===== config.mk =====
export PLATFORM = sky130hd
export DESIGN_NAME = regfile_write_arbiter
export DESIGN_NICKNAME = d
export VERILOG_FILES = /design/src/rtl/regfile_write_arbiter.sv
export SDC_FILE = /design/constraint.sdc
export NUM_CORES = 1
export LEC_CHECK = 0
export ABC_CLOCK_PERIOD_IN_PS = 9700
export CORE_MARGIN = 4
export CORE_UTILIZATION = 53
export CTS_CLUSTER_SIZE = 30
export DETAILED_ROUTE_END_ITERATION = 10
export PLACE_DENSITY = 0.95
export SLEW_MARGIN = 20
export SYNTH_ARGS = -nofsm -noshare
export SYNTH_HDL_FRONTEND = slang
export SYNTH_SLANG_ARGS = --single-unit

===== constraint.sdc =====
create_clock -name clk -period 9.7 [get_ports clk]
set_input_delay 1.455 -clock clk [delete_from_list [all_inputs] [get_ports clk]]
set_output_delay 1.455 -clock clk [all_outputs]
set_load 0.01 [all_outputs]

===== src/rtl/regfile_write_arbiter.sv =====
// regfile_write_arbiter
// Shares one register-file write port between the ALU writeback path and the
// memory-load writeback path. Requests that cannot issue this cycle are held
// in an in-order circular pending queue that drains one entry per cycle.
// Optional feature macro: REGARB_FORWARD_EN (enables rs/rt forwarding lookup
// over in-flight writes; when undefined the fwd_* outputs are tied to zero).
module regfile_write_arbiter #(
    parameter int ADDR_W = 5,
    parameter int DATA_W = 32,
    parameter int DEPTH  = 2
) (
    input  logic              clk,
    input  logic              reset,
    input  logic              alu_req,
    input  logic [ADDR_W-1:0] alu_reg,
    input  logic [DATA_W-1:0] alu_data,
    output logic              alu_ack,
    input  logic              mem_req,
    input  logic [ADDR_W-1:0] mem_reg,
    input  logic [DATA_W-1:0] mem_data,
    output logic              mem_ack,
    output logic              RegWrite,
    output logic [ADDR_W-1:0] write_reg,
    output logic [DATA_W-1:0] write_data,
    output logic              stall,
    input  logic [ADDR_W-1:0] rs,
    input  logic [ADDR_W-1:0] rt,
    output logic              fwd_a_hit,
    output logic              fwd_b_hit,
    output logic [DATA_W-1:0] fwd_a_data,
    output logic [DATA_W-1:0] fwd_b_data
);

    localparam int PTR_W = (DEPTH > 1) ? $clog2(DEPTH) : 1;
    localparam int CNT_W = $clog2(DEPTH + 1);
    localparam logic [PTR_W-1:0] PTR_ONE  = PTR_W'(1);
    localparam logic [CNT_W-1:0] CNT_ONE  = CNT_W'(1);
    localparam logic [CNT_W-1:0] CNT_ZERO = CNT_W'(0);
    localparam logic [CNT_W-1:0] CNT_FULL = CNT_W'(DEPTH);

    // Write-port register
    logic              wp_vld_q, wp_vld_d;
    logic [ADDR_W-1:0] wp_reg_q, wp_reg_d;
    logic [DATA_W-1:0] wp_data_q, wp_data_d;

    // Pending queue (circular buffer)
    logic [PTR_W-1:0]  head_q, head_d;
    logic [PTR_W-1:0]  tail_q, tail_d;
    logic [CNT_W-1:0]  count_q, count_d;
    logic [ADDR_W-1:0] q_reg_q  [DEPTH];
    logic [ADDR_W-1:0] q_reg_d  [DEPTH];
    logic [DATA_W-1:0] q_data_q [DEPTH];
    logic [DATA_W-1:0] q_data_d [DEPTH];

    logic mem_take, alu_take;

    // Pick the oldest candidate for the port and append the rest while space remains
    always_comb begin
        wp_vld_d  = 1'b0;
        wp_reg_d  = wp_reg_q;
        wp_data_d = wp_data_q;
        head_d    = head_q;
        tail_d    = tail_q;
        count_d   = count_q;
        q_reg_d   = q_reg_q;
        q_data_d  = q_data_q;
        mem_take  = 1'b0;
        alu_take  = 1'b0;

        if (count_q != CNT_ZERO) begin
            // Non-empty queue always issues its head, freeing one slot.
            wp_vld_d  = 1'b1;
            wp_reg_d  = q_reg_q[head_q];
            wp_data_d = q_data_q[head_q];
            head_d    = head_q + PTR_ONE;
            count_d   = count_q - CNT_ONE;
            if (mem_req) begin
                mem_take         = 1'b1;
                q_reg_d[tail_d]  = mem_reg;
                q_data_d[tail_d] = mem_data;
                tail_d           = tail_d + PTR_ONE;
                count_d          = count_d + CNT_ONE;
            end
            if (alu_req && (count_d != CNT_FULL)) begin
                alu_take         = 1'b1;
                q_reg_d[tail_d]  = alu_reg;
                q_data_d[tail_d] = alu_data;
                tail_d           = tail_d + PTR_ONE;
                count_d          = count_d + CNT_ONE;
            end
        end else if (mem_req) begin
            // Mem goes first; a same-cycle alu write queues behind it so it lands last.
            mem_take  = 1'b1;
            wp_vld_d  = 1'b1;
            wp_reg_d  = mem_reg;
            wp_data_d = mem_data;
            if (alu_req) begin
                alu_take         = 1'b1;
                q_reg_d[tail_q]  = alu_reg;
                q_data_d[tail_q] = alu_data;
                tail_d           = tail_q + PTR_ONE;
                count_d          = CNT_ONE;
            end
        end else if (alu_req) begin
            alu_take  = 1'b1;
            wp_vld_d  = 1'b1;
            wp_reg_d  = alu_reg;
            wp_data_d = alu_data;
        end
    end

    // Acknowledges are suppressed while reset is held
    always_comb begin
        mem_ack = mem_take & ~reset;
        alu_ack = alu_take & ~reset;
        stall   = (mem_req & ~mem_ack) | (alu_req & ~alu_ack);
    end

    // Control and write-port state with synchronous reset
    always_ff @(posedge clk) begin
        if (reset) begin
            wp_vld_q  <= 1'b0;
            wp_reg_q  <= '0;
            wp_data_q <= '0;
            head_q    <= '0;
            tail_q    <= '0;
            count_q   <= '0;
        end else begin
            wp_vld_q  <= wp_vld_d;
            wp_reg_q  <= wp_reg_d;
            wp_data_q <= wp_data_d;
            head_q    <= head_d;
            tail_q    <= tail_d;
            count_q   <= count_d;
        end
    end

    // Queue payload storage; validity is tracked by the pointers and count only
    always_ff @(posedge clk) begin
        q_reg_q  <= q_reg_d;
        q_data_q <= q_data_d;
    end

    assign RegWrite   = wp_vld_q;
    assign write_reg  = wp_reg_q;
    assign write_data = wp_data_q;

`ifdef REGARB_FORWARD_EN
    // Walk in-flight writes oldest to youngest so the youngest match wins
    always_comb begin
        logic [PTR_W-1:0] idx;
        fwd_a_hit  = 1'b0;
        fwd_b_hit  = 1'b0;
        fwd_a_data = '0;
        fwd_b_data = '0;
        idx        = head_q;
        if (wp_vld_q && (wp_reg_q == rs)) begin
            fwd_a_hit  = 1'b1;
            fwd_a_data = wp_data_q;
        end
        if (wp_vld_q && (wp_reg_q == rt)) begin
            fwd_b_hit  = 1'b1;
            fwd_b_data = wp_data_q;
        end
        for (int i = 0; i < DEPTH; i++) begin
            idx = head_q + PTR_W'(i);
            if (CNT_W'(i) < count_q) begin
                if (q_reg_q[idx] == rs) begin
                    fwd_a_hit  = 1'b1;
                    fwd_a_data = q_data_q[idx];
                end
                if (q_reg_q[idx] == rt) begin
                    fwd_b_hit  = 1'b1;
                    fwd_b_data = q_data_q[idx];
                end
            end
        end
    end
`else
    // Forwarding removed: outputs held at zero, addresses unused
    logic unused_fwd;
    assign unused_fwd = ^{rs, rt};
    assign fwd_a_hit  = 1'b0;
    assign fwd_b_hit  = 1'b0;
    assign fwd_a_data = '0;
    assign fwd_b_data = '0;
`endif

endmodule


==> results of run 1 <==
==> where the power goes <==
group	leakage [uW]	switching, uW	internal [uW]
clock network	0.000306	216	440
logic	0.00201	747	592
registers	0.00108	167	879
==> through the flow <==
stage	utilization	setup WS, ns
floorplan	-	5.366
global placement	0.6223	4.384
detailed placement	0.6244	4.319
CTS	0.6728	4.306
global route	0.6762	4.123
finish	0.6762	4.289
==> kinds of logic after synthesis <==
| family | synth area share |
|---|---|
| multiplexers | 0.1664 |
| buffers and inverters | 0.1167 |
| flip-flops | 0.4362 |
| AO/OA/AOI/OAI | 0.2293 |
| other | 0.0005341 |
| adder cells (fa/ha/maj) | 0.003563 |
| AND/OR/NAND/NOR | 0.04348 |
| XOR/XNOR | 0.003743 |
==> Yosys cell counts <==
cell type  instances
or3b_4             1
and3b_1            1
nand2b_1           6
xnor2_1            2
nand2_1            1
o21ai_1            2
buf_2             25
buf_4             68
ha_1               2
nand3_1            1
nor2b_1            5
a21oi_1            2
a22oi_4            2
mux2_1            20
inv_1              5
o211ai_1           1
xor2_1             1
mux2_2            18
buf_1              3
nand4bb_1          1
a22o_1             1
edfxtp_1          74
a211oi_1          39
mux2i_1           74
o21ai_2            1
or3b_1             1
buf_6              6
a21o_1             2
a2111oi_1          1
inv_2              1
conb_1             1
or4b_1             2
nand2_2            1
o22ai_1           40
dfxtp_1           42
o2bb2ai_1        109
or2_2              1
clkbuf_1          22
nor3_1             1
nor2_1            40
==> layer usage <==
metal  global-route usage  vias up  part of all wire
li1                     -     2498                 -
met1               0.3031     2757              0.38
met2               0.4540      350              0.51
met3              0.06359       51             0.082
met4               0.1163        0             0.020
met5                    0        -                 0
==> final cells by class <==
type | instances | area [um^2] | area share
Clock buffer | 21 | 460.4 | 0.05331
Multi-Input combinational cell | 445 | 3428 | 0.3969
Sequential cell | 116 | 3064 | 0.3548
Tap cell | 172 | 215.2 | 0.02492
Clock inverter | 11 | 157.7 | 0.01825
Inverter | 6 | 22.52 | 0.002608
Timing Repair Buffer | 128 | 1289 | 0.1492
==> critical path, cell delays in order <==
cell and delay [ns]:
buf_2 0.07, buf_4 0.50, nor2b_1 0.34, xnor2_1 0.14, ha_1 0.32, a211oi_1 0.47
clkdlybuf4s50_1 0.63
==> how the worst max path moves through the flow <==
stage               to  slack (ns)  cells past startpoint
4_1_cts        alu_ack        4.31                      7
3_5_place_dp   alu_ack        4.32                      7
2_1_floorplan    stall        5.37                      6
3_3_place_gp   alu_ack        4.38                      7
6_report       alu_ack        4.29                      7
5_1_grt        alu_ack        4.12                      7
==> summary.md, run 1 <==
| Metric | Value |
|---|---|
| Non-filler cells, final | `899` |
| Post_cts resized | `0` |
| Synth Instances | `626` |
| Cell Area, Synth | `0.007022 mm^2` |
| Setup Skew | `0.007323 ns` |
| Power density over the cells | `352.0 mW/mm^2` |
| Clock slew at reported path FFs | `0.05 ns` |
| Synth area leader | `edfxtp_1` |
| F_max | `184.8 MHz` |
| CTS Root Cell | `clkbuf_16` |
| All-layer global routing usage | `0.2602` |
| Area growth syn-to-layout | `23.00%` |
| First-pass detailed-route iteration total | `5` |
| Layout fillers | `897` |
| Maximum number of pins on one net before global-route repair | `91` |
| Number of synthesized register bits | `116` |
| Num ports | `195` |
| Via count | `5656` |
| Post-route ant nets | `0` |
| Leakage | `0.003402 uW` |
| CTS buffer count | `17` |
| Worst Tran Pin Value | `1.124 ns` |
| Slew margin rel. | `0.2507` |
| Vias per Instance | `6.291` |
| First-pass GRT wire length | `30.33 mm` |
| Total wire length | `19.89 mm` |
| Critical Path Source Type | `input pin` |
| CP Class | `input pin to primary output` |
| Reg2reg path depth | `5` |
| Antenna violations before repair | `0` |
| Final Cell Area | `0.008637 mm^2` |
| Hold Path Origin | `write_reg[2]` |
| RR Startpoint | `count_q[0]` |
| Worst Hold Path EP | `write_reg[2]` |
| Hold slack | `0.5397 ns` |
| Critical path required time | `8.25 ns` |
| Power Total | `3040 uW` |
| Max VDD drop | `0.0001835 V` |
| Critical path arrival | `3.96 ns` |
| Critical path fanouts, max | `51` |
| Largest register FFs | `64` |
| H-tree levels | `4` |
| Final number of setup-violating endpoints | `0` |
| HP Class | `register to register` |
| Placed insts | `865` |
| Layout cell share with drive strength beyond 1 | `0.1018` |
| RD Place Congestion | `0.8076` |
| CTS Sinks | `116` |
| Max-slew violations | `0` |
| R2r setup slk | `6.81 ns` |
| Diode count | `0` |
| Hold path depth | `2` |
| Clock Path Buffers | `2` |
| Most common cell after layout, fill and taps aside | `clkdlybuf4s50_1` |
| Clock latency on the worst-skew pair | `0.41 ns` |
| Area contributors post-synth | `edfxtp_1 (32%), o2bb2ai_1 (14%), dfxtp_1 (12%)` |
| Status | `complete, no violations` |
| Total core area | `0.01277 mm^2` |
| IO Port Bufs | `118` |
| CTS tree | `yes` |
| Fin nets | `804` |
| Max cap viols | `0` |
| Final hold violations | `0` |
| Vias in the first global route | `5840` |
| Dpl hpwl | `11.85 mm` |
| DRC | `0` |
| Area after DPL | `0.007976 mm^2` |
| Setup Total Neg Slack | `0 ns` |
| Initial Util | `0.5497` |
| DRT iter0 DRCs | `459` |
| Unrepaired setup endpoints after global routing | `no` |
| Critical Path End Type | `primary output` |
| R2r endpoint | `write_data[23]` |
| Tcrit/Tclk final | `0.5579` |
| Die area | `0.01515 mm^2` |
| Yosys cell types | `40` |
| Remaining Overflow, GRT | `0` |
| Hold-fix buffers, CTS | `0` |
| Die X | `123.1 um` |
| Final critical-path required period | `5.411 ns` |
| Post-CTS Setup Bufs | `0` |
| Commonest cells after routing, fill and taps aside | `clkdlybuf4s50_1 (115), o2bb2ai_1 (109), mux2i_1 (74), edfxtp_1 (74), conb_1 (66)` |
| # rows | `41` |
| Top reg by flops | `q_data_q` |
| Yosys warns | `0` |
| Post-synthesis sequential area ratio | `0.4362` |
| Wirelength per Cell | `22.12 um` |
| Synth top area share | `0.3165` |
| Synthesized area per cell | `11.22 um^2` |
| Chip height | `123.1 um` |
| Worst Setup SP | `mem_req` |
Power figures use the tool's default switching activity.
==> run 2, diff against run 1 <==
--- a/config.mk
+++ b/config.mk
@@ -5,12 +5,12 @@
 export SDC_FILE = /design/constraint.sdc
 export NUM_CORES = 1
 export LEC_CHECK = 0
-export ABC_CLOCK_PERIOD_IN_PS = 9700
+export ABC_CLOCK_PERIOD_IN_PS = 4400
 export CORE_MARGIN = 4
-export CORE_UTILIZATION = 53
+export CORE_UTILIZATION = 44
 export CTS_CLUSTER_SIZE = 30
 export DETAILED_ROUTE_END_ITERATION = 10
-export PLACE_DENSITY = 0.95
+export PLACE_DENSITY = 0.87
 export SLEW_MARGIN = 20
 export SYNTH_ARGS = -nofsm -noshare
 export SYNTH_HDL_FRONTEND = slang
==> constraint.sdc (replaced) <==
create_clock -name clk -period 4.4 [get_ports clk]
set_input_delay 0.66 -clock clk [delete_from_list [all_inputs] [get_ports clk]]
set_output_delay 0.66 -clock clk [all_outputs]
set_load 0.01 [all_outputs]
==> run 2 against run 1 <==
Compared with the run above:
- wire length fell by 6.1%
- sequential share of layout area fell by 0.27 points
- worst setup slack got worse by 3.6 ns
- critical path type is now register to primary output
==> summary.md, run 2 (synthesized netlist as in run 1, its figures left out) <==
| Metric | Value |
|---|---|
| Status | `complete, no violations` |
| DRC | `0` |
| Gate power share | `0.429` |
| Critical path required time | `3.74 ns` |
| Via count | `5399` |
| Max-slew violations | `0` |
| Critical path arrival | `3.01 ns` |
| CTS Sinks | `116` |
| Worst Tran Pin Value | `1.088 ns` |
| Total wire length | `18.67 mm` |
| Max VDD drop | `0.0003854 V` |
| Pint | `4216 uW` |
| Final hold violations | `0` |
| Commonest cells after routing, fill and taps aside | `clkdlybuf4s50_1 (115), o2bb2ai_1 (109), mux2i_1 (74), edfxtp_1 (74), conb_1 (66)` |
| Setup Total Neg Slack | `0 ns` |
| Most common cell after layout, fill and taps aside | `clkdlybuf4s50_1` |
| Final critical-path required period | `3.672 ns` |
| Placed insts | `909` |
| Chip height | `134.3 um` |
| Critical Path End Type | `primary output` |
| # rows | `45` |
| CP Class | `register to primary output` |
| First-pass GRT wire length | `29.38 mm` |
| IO Port Bufs | `118` |
| Clock latency on the worst-skew pair | `0.42 ns` |
| Antenna violations before repair | `0` |
| Leakage | `0.003414 uW` |
| Crit path max-delay cell type | `ha_4` |
| Hold slack | `0.5459 ns` |
| R2r setup slk | `1.61 ns` |
| Die area | `0.01804 mm^2` |
| Power density over the cells | `758.9 mW/mm^2` |
| Wirelength per Cell | `19.84 um` |
| Top reg by flops | `q_data_q` |
| Clock slew at reported path FFs | `0.05 ns` |
| Largest register FFs | `64` |
| Post-CTS Setup Bufs | `0` |
| Post-route ant nets | `0` |
| Seq pwr share | `0.345` |
| CTS Root Cell | `clkbuf_16` |
| Vias in the first global route | `5634` |
| Hold-fix buffers, CTS | `0` |
| Area growth syn-to-layout | `23.95%` |
| Post_cts resized | `0` |
| Crit-path cells | `inv_1 > ha_4 > inv_1 > a211oi_1 > clkdlybuf4s50_1` |
| Crit-path max cell delay | `0.81 ns` |
| Critical Path Source Type | `register` |
| Slew margin rel. | `0.2744` |
| Maximum number of pins on one net before global-route repair | `91` |
| Critical path fanouts, max | `90` |
| Fin nets | `807` |
| Final number of setup-violating endpoints | `0` |
| Diode count | `0` |
| CTS buffer count | `17` |
| Clock Path Buffers | `2` |
| Setup Skew | `0.006395 ns` |
| Die X | `134.3 um` |
| Initial Util | `0.4552` |
| Tcrit/Tclk final | `0.8346` |
| Dpl hpwl | `11.70 mm` |
| DRT iter0 DRCs | `380` |
| HP Class | `register to register` |
| Most used cell, CP | `inv_1` |
| RD Place Congestion | `0.7535` |
| Layout cell share with drive strength beyond 1 | `0.1055` |
| First-pass detailed-route iteration total | `5` |
| Num ports | `195` |
| Non-filler cells, final | `941` |
| Unrepaired setup endpoints after global routing | `no` |
| Vias per Instance | `5.738` |
| Psw | `2389 uW` |
| F_max | `272.3 MHz` |
| Max cap viols | `0` |
| Remaining Overflow, GRT | `0` |
| H-tree levels | `4` |
| Total core area | `0.01543 mm^2` |
| Sw frac | `0.3617` |
| CTS tree | `yes` |
| Clock power share | `0.225` |
| All-layer global routing usage | `0.2051` |
run 2: area by class of cell:
type / count / area [um^2]
fillers: 1281 / 6724
multi-input cells: 445 / 3428
flip-flops and latches: 116 / 3064
repair buffers: 131 / 1289
clock buffers: 22 / 484.2
well taps: 211 / 264.0
clock inverters: 10 / 151.4
inverters: 6 / 22.52
run 2: stage by stage:
stage	setup slack (ns)	power, uW	area (um^2)	util
after floorplan	1.006	4207	7266	-
after global placement	0.8395	4996	8068	0.5230
after detailed placement	0.8467	5106	8068	0.5230
after CTS	0.7285	6609	8703	0.5642
after global routing	0.5334	6970	8703	0.5642
final	0.7276	6605	8703	0.5642
run 2: critical path, delay by kind of cell (launching register included):
family | cells | cell delay [ns]
AO/OA/AOI/OAI | 1 | 0.43
buffers and inverters | 3 | 0.99
flip-flops | 1 | 0.34
adder cells (fa/ha/maj) | 1 | 0.81
run 2: power by group through the flow:
| stage | Clock, uW | Combinational [uW] | Sequential [uW] |
|---|---|---|---|
| floorplan | 0 | 2000 | 2210 |
| global placement | 0 | 2750 | 2250 |
| detailed placement | 0 | 2820 | 2280 |
| CTS | 1500 | 2840 | 2270 |
| global route | 1550 | 3080 | 2340 |
| finish | 1490 | 2830 | 2280 |
run 2: worst paths after layout:
kind	to	cells past startpoint	start
setup / recovery	alu_ack	5	count_q[0]
hold / removal	write_reg[2]	2	write_reg[2]
setup reg to reg	write_data[10]	5	count_q[0]
hold reg to reg	write_reg[2]	2	write_reg[2]
run 2: metal layers:
| layer | vias up | part of all wire | global-route usage | wire, um |
|---|---|---|---|---|
| met5 | - | 0 | 0 | 0 |
| met4 | 0 | 0.012 | 0.06052 | 228 |
| met3 | 23 | 0.078 | 0.05589 | 1455 |
| met2 | 245 | 0.49 | 0.3461 | 9202 |
| met1 | 2633 | 0.42 | 0.2577 | 7779 |
| li1 | 2498 | - | - | - |
